--- config.mk ---
export PLATFORM = sky130hd
export DESIGN_NAME = reg_sequencer
export DESIGN_NICKNAME = d
export VERILOG_FILES = /design/src/rtl/reg_sequencer_pkg.sv /design/src/rtl/reg_sequencer_idx_to_onehot.sv /design/src/rtl/reg_sequencer.sv
export SDC_FILE = /design/constraint.sdc
export NUM_CORES = 1
export LEC_CHECK = 0
export CAP_MARGIN = 0
export CORE_UTILIZATION = 47
export CTS_CLUSTER_DIAMETER = 100
export DETAILED_ROUTE_END_ITERATION = 8
export PLACE_DENSITY = 0.83
export SLEW_MARGIN = 25
export SYNTH_ARGS = -nofsm -noshare
export SYNTH_HDL_FRONTEND = slang
export SYNTH_SLANG_ARGS = --single-unit
--- constraint.sdc ---
create_clock -name clk -period 3.8 [get_ports clk]
set_clock_uncertainty 0.1 [all_clocks]
set_input_delay 1.14 -clock clk [delete_from_list [all_inputs] [get_ports clk]]
set_output_delay 1.14 -clock clk [all_outputs]
set_load 0.005 [all_outputs]
--- src/rtl/reg_sequencer_pkg.sv ---
// Shared encodings for the register-transfer sequencer: instruction modes,
// save-bus sources, register indices and FSM states.
package reg_sequencer_pkg;

    typedef enum logic [1:0] {
        MODE_IMM  = 2'b00,
        MODE_ALU  = 2'b01,
        MODE_COPY = 2'b10,
        MODE_COND = 2'b11
    } mode_e;

    typedef enum logic [1:0] {
        BUS_IMM  = 2'd0,
        BUS_ALU  = 2'd1,
        BUS_COPY = 2'd2
    } bus_sel_e;

    localparam logic [2:0] R0  = 3'd0;
    localparam logic [2:0] R1  = 3'd1;
    localparam logic [2:0] R2  = 3'd2;
    localparam logic [2:0] R3  = 3'd3;
    localparam logic [2:0] R4  = 3'd4;
    localparam logic [2:0] R5  = 3'd5;
    localparam logic [2:0] IN  = 3'd6;
    localparam logic [2:0] OUT = 3'd7;

    typedef enum logic [1:0] {
        ST_IDLE   = 2'd0,
        ST_DECODE = 2'd1,
        ST_EXEC   = 2'd2
    } state_e;

endpackage

--- src/rtl/reg_sequencer_idx_to_onehot.sv ---
// 3-bit register index to 8-bit one-hot enable vector.
module idx_to_onehot (
    input  logic [2:0] idx_i,
    output logic [7:0] onehot_o
);

    assign onehot_o = 8'b0000_0001 << idx_i;

endmodule

--- src/rtl/reg_sequencer.sv ---
// Three-state instruction sequencer: latches an instruction, decodes it into
// registered one-hot register enables for one EXEC cycle, then advances pc.
module reg_sequencer
    import reg_sequencer_pkg::*;
(
    input  logic       clk,
    input  logic       res,
    input  logic [7:0] instr,
    input  logic       instr_valid,
    output logic       instr_ready,
    input  logic       cond_true,
    input  logic [7:0] branch_target,
    output logic [7:0] load1_en,
    output logic [7:0] load2_en,
    output logic [7:0] save_en,
    output logic [1:0] bus_sel,
    output logic [7:0] imm_out,
    output logic [2:0] alu_op,
    output logic [7:0] pc,
    output logic       busy
);

    state_e     state_q, state_d;
    logic [7:0] instr_q, instr_d;
    logic [7:0] pc_q, pc_d;
    logic [7:0] load1_en_q, load1_en_d;
    logic [7:0] load2_en_q, load2_en_d;
    logic [7:0] save_en_q, save_en_d;
    logic [1:0] bus_sel_q, bus_sel_d;
    logic [7:0] imm_q, imm_d;
    logic [2:0] alu_q, alu_d;

    mode_e      mode;
    logic [2:0] l1_idx, sv_idx;
    logic [7:0] l1_oh, sv_oh;

    assign mode = mode_e'(instr_q[7:6]);

    always_comb begin
        l1_idx = R0;
        sv_idx = R0;
        case (mode)
            MODE_ALU: begin
                l1_idx = R1;
                sv_idx = R3;
            end
            MODE_COPY: begin
                l1_idx = instr_q[5:3];
                sv_idx = instr_q[2:0];
            end
            default: ;
        endcase
    end

    idx_to_onehot u_load1_dec (.idx_i(l1_idx), .onehot_o(l1_oh));
    idx_to_onehot u_save_dec  (.idx_i(sv_idx), .onehot_o(sv_oh));

    // Enables are computed in DECODE and registered, so they are nonzero only in EXEC.
    always_comb begin
        state_d    = state_q;
        instr_d    = instr_q;
        pc_d       = pc_q;
        load1_en_d = 8'h00;
        load2_en_d = 8'h00;
        save_en_d  = 8'h00;
        bus_sel_d  = bus_sel_q;
        imm_d      = imm_q;
        alu_d      = alu_q;
        case (state_q)
            ST_IDLE: begin
                if (instr_valid) begin
                    instr_d = instr;
                    state_d = ST_DECODE;
                end
            end
            ST_DECODE: begin
                state_d = ST_EXEC;
                case (mode)
                    MODE_IMM: begin
                        imm_d     = {2'b00, instr_q[5:0]};
                        save_en_d = sv_oh;
                        bus_sel_d = BUS_IMM;
                    end
                    MODE_ALU: begin
                        alu_d      = instr_q[2:0];
                        load1_en_d = l1_oh;
                        load2_en_d = 8'b0000_0001 << R2;
                        save_en_d  = sv_oh;
                        bus_sel_d  = BUS_ALU;
                    end
                    MODE_COPY: begin
                        load1_en_d = l1_oh;
                        save_en_d  = sv_oh;
                        bus_sel_d  = BUS_COPY;
                    end
                    MODE_COND: begin
                        alu_d = instr_q[2:0];
                    end
                    default: ;
                endcase
            end
            ST_EXEC: begin
                state_d = ST_IDLE;
                pc_d    = (mode == MODE_COND && cond_true) ? branch_target : pc_q + 8'd1;
            end
            default: state_d = ST_IDLE;
        endcase
    end

    always_ff @(posedge clk) begin
        if (res) begin
            state_q    <= ST_IDLE;
            pc_q       <= 8'h00;
            load1_en_q <= 8'h00;
            load2_en_q <= 8'h00;
            save_en_q  <= 8'h00;
            bus_sel_q  <= 2'd0;
            imm_q      <= 8'h00;
            alu_q      <= 3'd0;
        end else begin
            state_q    <= state_d;
            pc_q       <= pc_d;
            load1_en_q <= load1_en_d;
            load2_en_q <= load2_en_d;
            save_en_q  <= save_en_d;
            bus_sel_q  <= bus_sel_d;
            imm_q      <= imm_d;
            alu_q      <= alu_d;
        end
    end

    // Instruction latch is pure data; only its capture is gated by the FSM.
    always_ff @(posedge clk) begin
        instr_q <= instr_d;
    end

    assign instr_ready = (state_q == ST_IDLE);
    assign busy        = (state_q != ST_IDLE);
    assign load1_en    = load1_en_q;
    assign load2_en    = load2_en_q;
    assign save_en     = save_en_q;
    assign bus_sel     = bus_sel_q;
    assign imm_out     = imm_q;
    assign alu_op      = alu_q;
    assign pc          = pc_q;

endmodule
* After elaboration in Yosys (flattened, before gate mapping)
Cells that the tools add are included.
Cells by class: $add $sub $neg 1, $mul 0, divide/modulo/power cells 0, order comparisons 0, equality and inequality tests 6, shift operators 2, multiplexer cells 7, bitwise logic cells 3, reductions and logical operators 15
Operators by type and width (count):
- left shift 1 x 3 -> 8 bit, first input constant | 2
- case mux 3 bit (2 select lines) | 2
- OR reduction 3 bit | 3
- adder 8 x 1 -> 8 bit, second input constant | 1
- 2-to-1 mux 8 bit | 1
- AND reduction 2 bit | 4
- == test 2 bit, second input constant | 3
- case mux 2 bit (3 select lines) | 1
- OR reduction 2 bit | 3
- == test 2 x 1 -> 1 bit, second input constant | 2
- logical NOT 2 bit | 2
- case mux 2 bit (2 select lines) | 1
- 2-to-1 mux 3 bit | 1
- inverter 1 bit | 3
- nonzero test 3 bit | 1
- 2-to-1 mux 2 bit | 1
- != test 2 bit, second input constant | 1
- nonzero test 2 bit | 1
- logical AND 1 bit | 1
Storage, ports and cells: bits in registers 53, latch bits 0, bits in writable memories 0, ROM bits 0, input port bits 20, output and inout bits 47, logic and storage cells 43, memories kept 0

* Logic depth before layout (Yosys ltp)
depth in word-level cells 4, depth in mapped cells 6, mapped depth without buffers 6

* By module
From an unflattened synthesis, not the netlist that was laid out.
Second synthesis, totals: cell total of the unflattened synthesis 198, area total of the unflattened synthesis 1988.2 µm²
Modules (own cells, without submodules):
- reg_sequencer | times used 1, cells each 182, area an instance 1858.0 µm²
- idx_to_onehot | times used 2, cells each 8, area an instance 65.1 µm²

* Worst setup path after synthesis
Ideal clock, no wire load.
path kind input -> register, start point input cond_true, end point register pc_q[5], in the netlist pc[5], setup time 74 ps, arrival time 2011 ps, setup slack 1614 ps, stages on the path 4, buffers on the path 1, path through and2_1 > clkbuf_1 > or4_1 > a31oi_1
On the way: longest elaborated chain between the ends 2
Ends and longest elaborated chain:
- start: declaration | line reg_sequencer.sv:11 | input logic cond_true,
- logical AND 1 bit | line reg_sequencer.sv:104 | pc_d = (mode == MODE_COND && cond_true) ? branch_target : pc_q + 8'd1;
- 2-to-1 mux 8 bit | line reg_sequencer.sv:104
- end signal: assignment | line reg_sequencer.sv:122 | pc_q <= pc_d;
- end: declaration | line reg_sequencer.sv:25 | logic [7:0] pc_q, pc_d;
Every way passes these cells. A chain may end at the register's enable or synchronous reset.

* Worst setup path in the final report
start point register state_q[1], end point output instr_ready
On the way: longest elaborated chain between the ends 1
Ends and longest elaborated chain:
- start: declaration | line reg_sequencer.sv:23 | state_e state_q, state_d;
- start signal: assignment | line reg_sequencer.sv:121 | state_q <= state_d;
- logical NOT 2 bit | line reg_sequencer.sv:137 | assign instr_ready = (state_q == ST_IDLE);
- end: declaration | line reg_sequencer.sv:10 | output logic instr_ready,
Every way passes these cells.

==> results.md <==
* WHS Path Cells at 2
* Fin worst setup slack at 1.09 ns
* Synth Instances at 191
* Mapped cell area at 0.00187 mm^2
* CP Max Fanout at 5
* Pre-Repair DR Iteration Count at 5
* Post-CTS Setup Bufs at 0
* Critical-path cell list: nor2_1 -> clkdlybuf4s50_1
* Syn avg cell area at about 9.8 um^2
* Reg2reg path depth at 4
* CP Class: register to output pin
* Status: finished, final reports clean
* Antenna Diode Count at 0
* Detailed Place HPWL at 2740 um
* Hold_ws at 0.389 ns
* Remaining DRCs at 0
* Setup WS pre-CTS at approximately 0.9 ns
* Setup violators final at 0
* Leak at ~0.97 nW
* # hold bufs at CTS at 0
* Antenna violations before repair at 0
* YS warnings at 0
* Crit path required time at 2.56 ns
* Maximum clock frequency at 369 MHz
* Fin nets at around 280
* Initial DRC count at 61
* Worst Path Buf+Inv at 1
* TritonCTS clock tree: yes
* Cell family with the largest share of critical-path delay: buffers and inverters
* Die height at 65.1 um
* Final period util at a little under three quarters
* Clock Path Buffers at 2
* Largest area contributor in the netlist: dfxtp_1
* VDD IR max at 0.000255 V
* Share of layout cells above drive strength 1 at about 3.2%
* H-tree levels at 2
* Vias at 1502
* Post-DP Area at 0.00243 mm^2
* Finished Cell Area at 0.00252 mm^2
* Final Hold Viols at 0
* Num rows at 22
* CP max stage cell: clkdlybuf4s50_1
* CP Launch Point: state_q[1]$_SDFFE_PP0P_
* Sequential share of the synthesized area at 53.5%
* IO Port Bufs at 57
* Congestion Overflow GR at 0
* Gr usage total at 20.4%
* Total routed wirelength at 3850 um
* Total chip power at 899 uW
* Placed Cells incl. Taps at just under 300
* Fin util at 67.2%
* CTS buffer count at 5
* Die ar. at ~0.0042 mm^2
* Clock latency at the later pin of the worst-skew pair at 0.30 ns
* Core Region at 0.00374 mm^2
* Synthesis-to-finish area growth at 34.7%
* Pwr/cell area at 357 mW/mm^2
* Drt via density at between 5 and 6
* Slew HR at 43.7%
* Final Critical Period at 2.71 ns
* Root buffer cell: clkbuf_8
* Fillers at 319
* WP data arrival at 1.47 ns
* Largest net degree at the start of global routing at 25
* Vias in the first global route at 1399
* Post-route non-filler standard cell count at between 200 and 300
* Die span in x at ~65 um
* I/O Pins at 67
* Post-synth top area share at 40.7%
* Cts repair resizes at 0
* Flop2flop setup slack at approximately 1.9 ns
* Worst stage delay on the critical path at 0.56 ns
* RSZ-0062 raised after global routing: no
* Synth area leaders: dfxtp_1 (41%), edfxtp_1 (13%), nor2_1 (7.0%)
* CP Depth at 2
* Cell variety after synth at 34
* Hold_sp: bus_sel[1]$_SDFFE_PP0P_
* Clk sinks at 46
* Initial Utilization at 49.9%
* CP Capture Type: output pin
* Hold WC Path Type: register to register
* Routability cong. at 0.822
* Clk slew on worst S/H paths at approximately 0.07 ns
* Worst-Margin Slew at 0.842 ns
* Crit path launch type: register
* Maxcap violations at 0
* FF+latch count, synth at 46
* Post-route ant nets at 0
* FF-to-FF Start: instr_q[7]$_DFFE_PP_
* Final count of pins violating max slew at 0
* Setup TNS at 0 ns
* Routed WL per cell at 13.0 um
* Global-route wire length before repair at 6430 um
-- cell type report --
type / count / area (um^2) / share of cell area, %
Clock buffer: 6 / 72.6 / 2.88
Clock inverter: 2 / 13.8 / 0.547
Inverter: 3 / 11.3 / 0.447
Multi-Input combinational cell: 135 / 788 / 31.3
Sequential cell: 46 / 1000 / 39.8
Tap cell: 48 / 60.1 / 2.39
Timing Repair Buffer: 57 / 571 / 22.7
-- state kept, by name (all words and copies together) (netlist names) --
| signal | cells |
|---|---|
| instr_q | 8 |
| load1_en | 8 |
| pc | 8 |
| save_en | 8 |
| imm_out | 6 |
| alu_op | 3 |
| bus_sel | 2 |
| state_q | 2 |
| load2_en | 1 |
-- routing by layer --
metal,GRT usage (%),part of all wire (%),vias up
li1,-,-,755
met1,25.1,44,684
met2,33.2,48,57
met3,5.81,5.6,6
met4,8.70,2.0,0
met5,0,0,-
-- power by group --
group          total, mW  internal [mW]  switching (mW)
Sequential         0.523          0.509          0.0139
Clock              0.288          0.130           0.158
Combinational     0.0878         0.0467          0.0411
Total              0.899          0.686           0.213
-- worst register-to-register path, cell delays in order, from the launching register on --
cell and delay [ns]:
edfxtp_1 0.49, ha_1 0.30, and2_1 0.24, or4_1 0.48, a31oi_1 0.16
-- cells in the final DEF (no fill, tap or decap) --
cell type and count:
a21o_1 1, o21a_1 2, clkinv_2 1, a21oi_1 5, a311oi_1 2, inv_1 3
nand2_1 13, o32ai_1 1, o21ai_0 8, nand2b_1 3, a221oi_1 1, clkbuf_1 1
nor2_1 35, nand3_1 8, a2111oi_0 1, and3_1 2, clkinv_4 1, conb_1 9
and4_1 2, nor2b_1 2, mux2i_1 10, nand3b_1 4, or4_1 1, nor3_1 7
clkdlybuf4s50_1 57, nand4_1 1, clkbuf_8 5, a211oi_1 2, a22oi_1 2, and2_1 4
a31oi_1 1, nand2b_4 1, edfxtp_1 8, ha_1 7, dfxtp_1 38
-- cell usage after synthesis --
| cell | number |
|---|---|
| ha_1 | 7 |
| a2111oi_0 | 1 |
| and2_1 | 4 |
| nor3_1 | 7 |
| buf_6 | 1 |
| and4_1 | 2 |
| a221oi_1 | 1 |
| a22oi_1 | 2 |
| nand2b_1 | 3 |
| nand3_1 | 8 |
| conb_1 | 1 |
| nand2b_4 | 1 |
| clkbuf_1 | 4 |
| dfxtp_1 | 38 |
| buf_4 | 9 |
| edfxtp_1 | 8 |
| nand3b_1 | 4 |
| or4_1 | 1 |
| and3_1 | 2 |
| o32ai_1 | 1 |
| nand4_1 | 1 |
| nand2_1 | 13 |
| o21a_1 | 2 |
| inv_1 | 3 |
| o21ai_0 | 8 |
| a211oi_1 | 2 |
| a21oi_1 | 5 |
| a311oi_1 | 2 |
| a31oi_1 | 1 |
| nor2_1 | 35 |
| a21o_1 | 1 |
| mux2i_1 | 10 |
| nor2b_1 | 2 |
| buf_2 | 1 |
-- final timing paths --
path | endpoint
worst max-delay path | instr_ready
worst min-delay path | bus_sel[1]$_SDFFE_PP0P_
worst max register to register | pc[5]$_SDFFE_PP0N_
worst min register to register | bus_sel[1]$_SDFFE_PP0P_
-- logic make-up after synthesis --
| family | share of synthesized area (%) |
|---|---|
| other cells | 0.201 |
| buf+inv | 5.89 |
| simple gates | 21.4 |
| fa+ha+maj | 4.69 |
| mux | 5.35 |
| compound gates | 8.97 |
| flops | 53.5 |
Note: power is estimated with default switching activity, not from simulation.
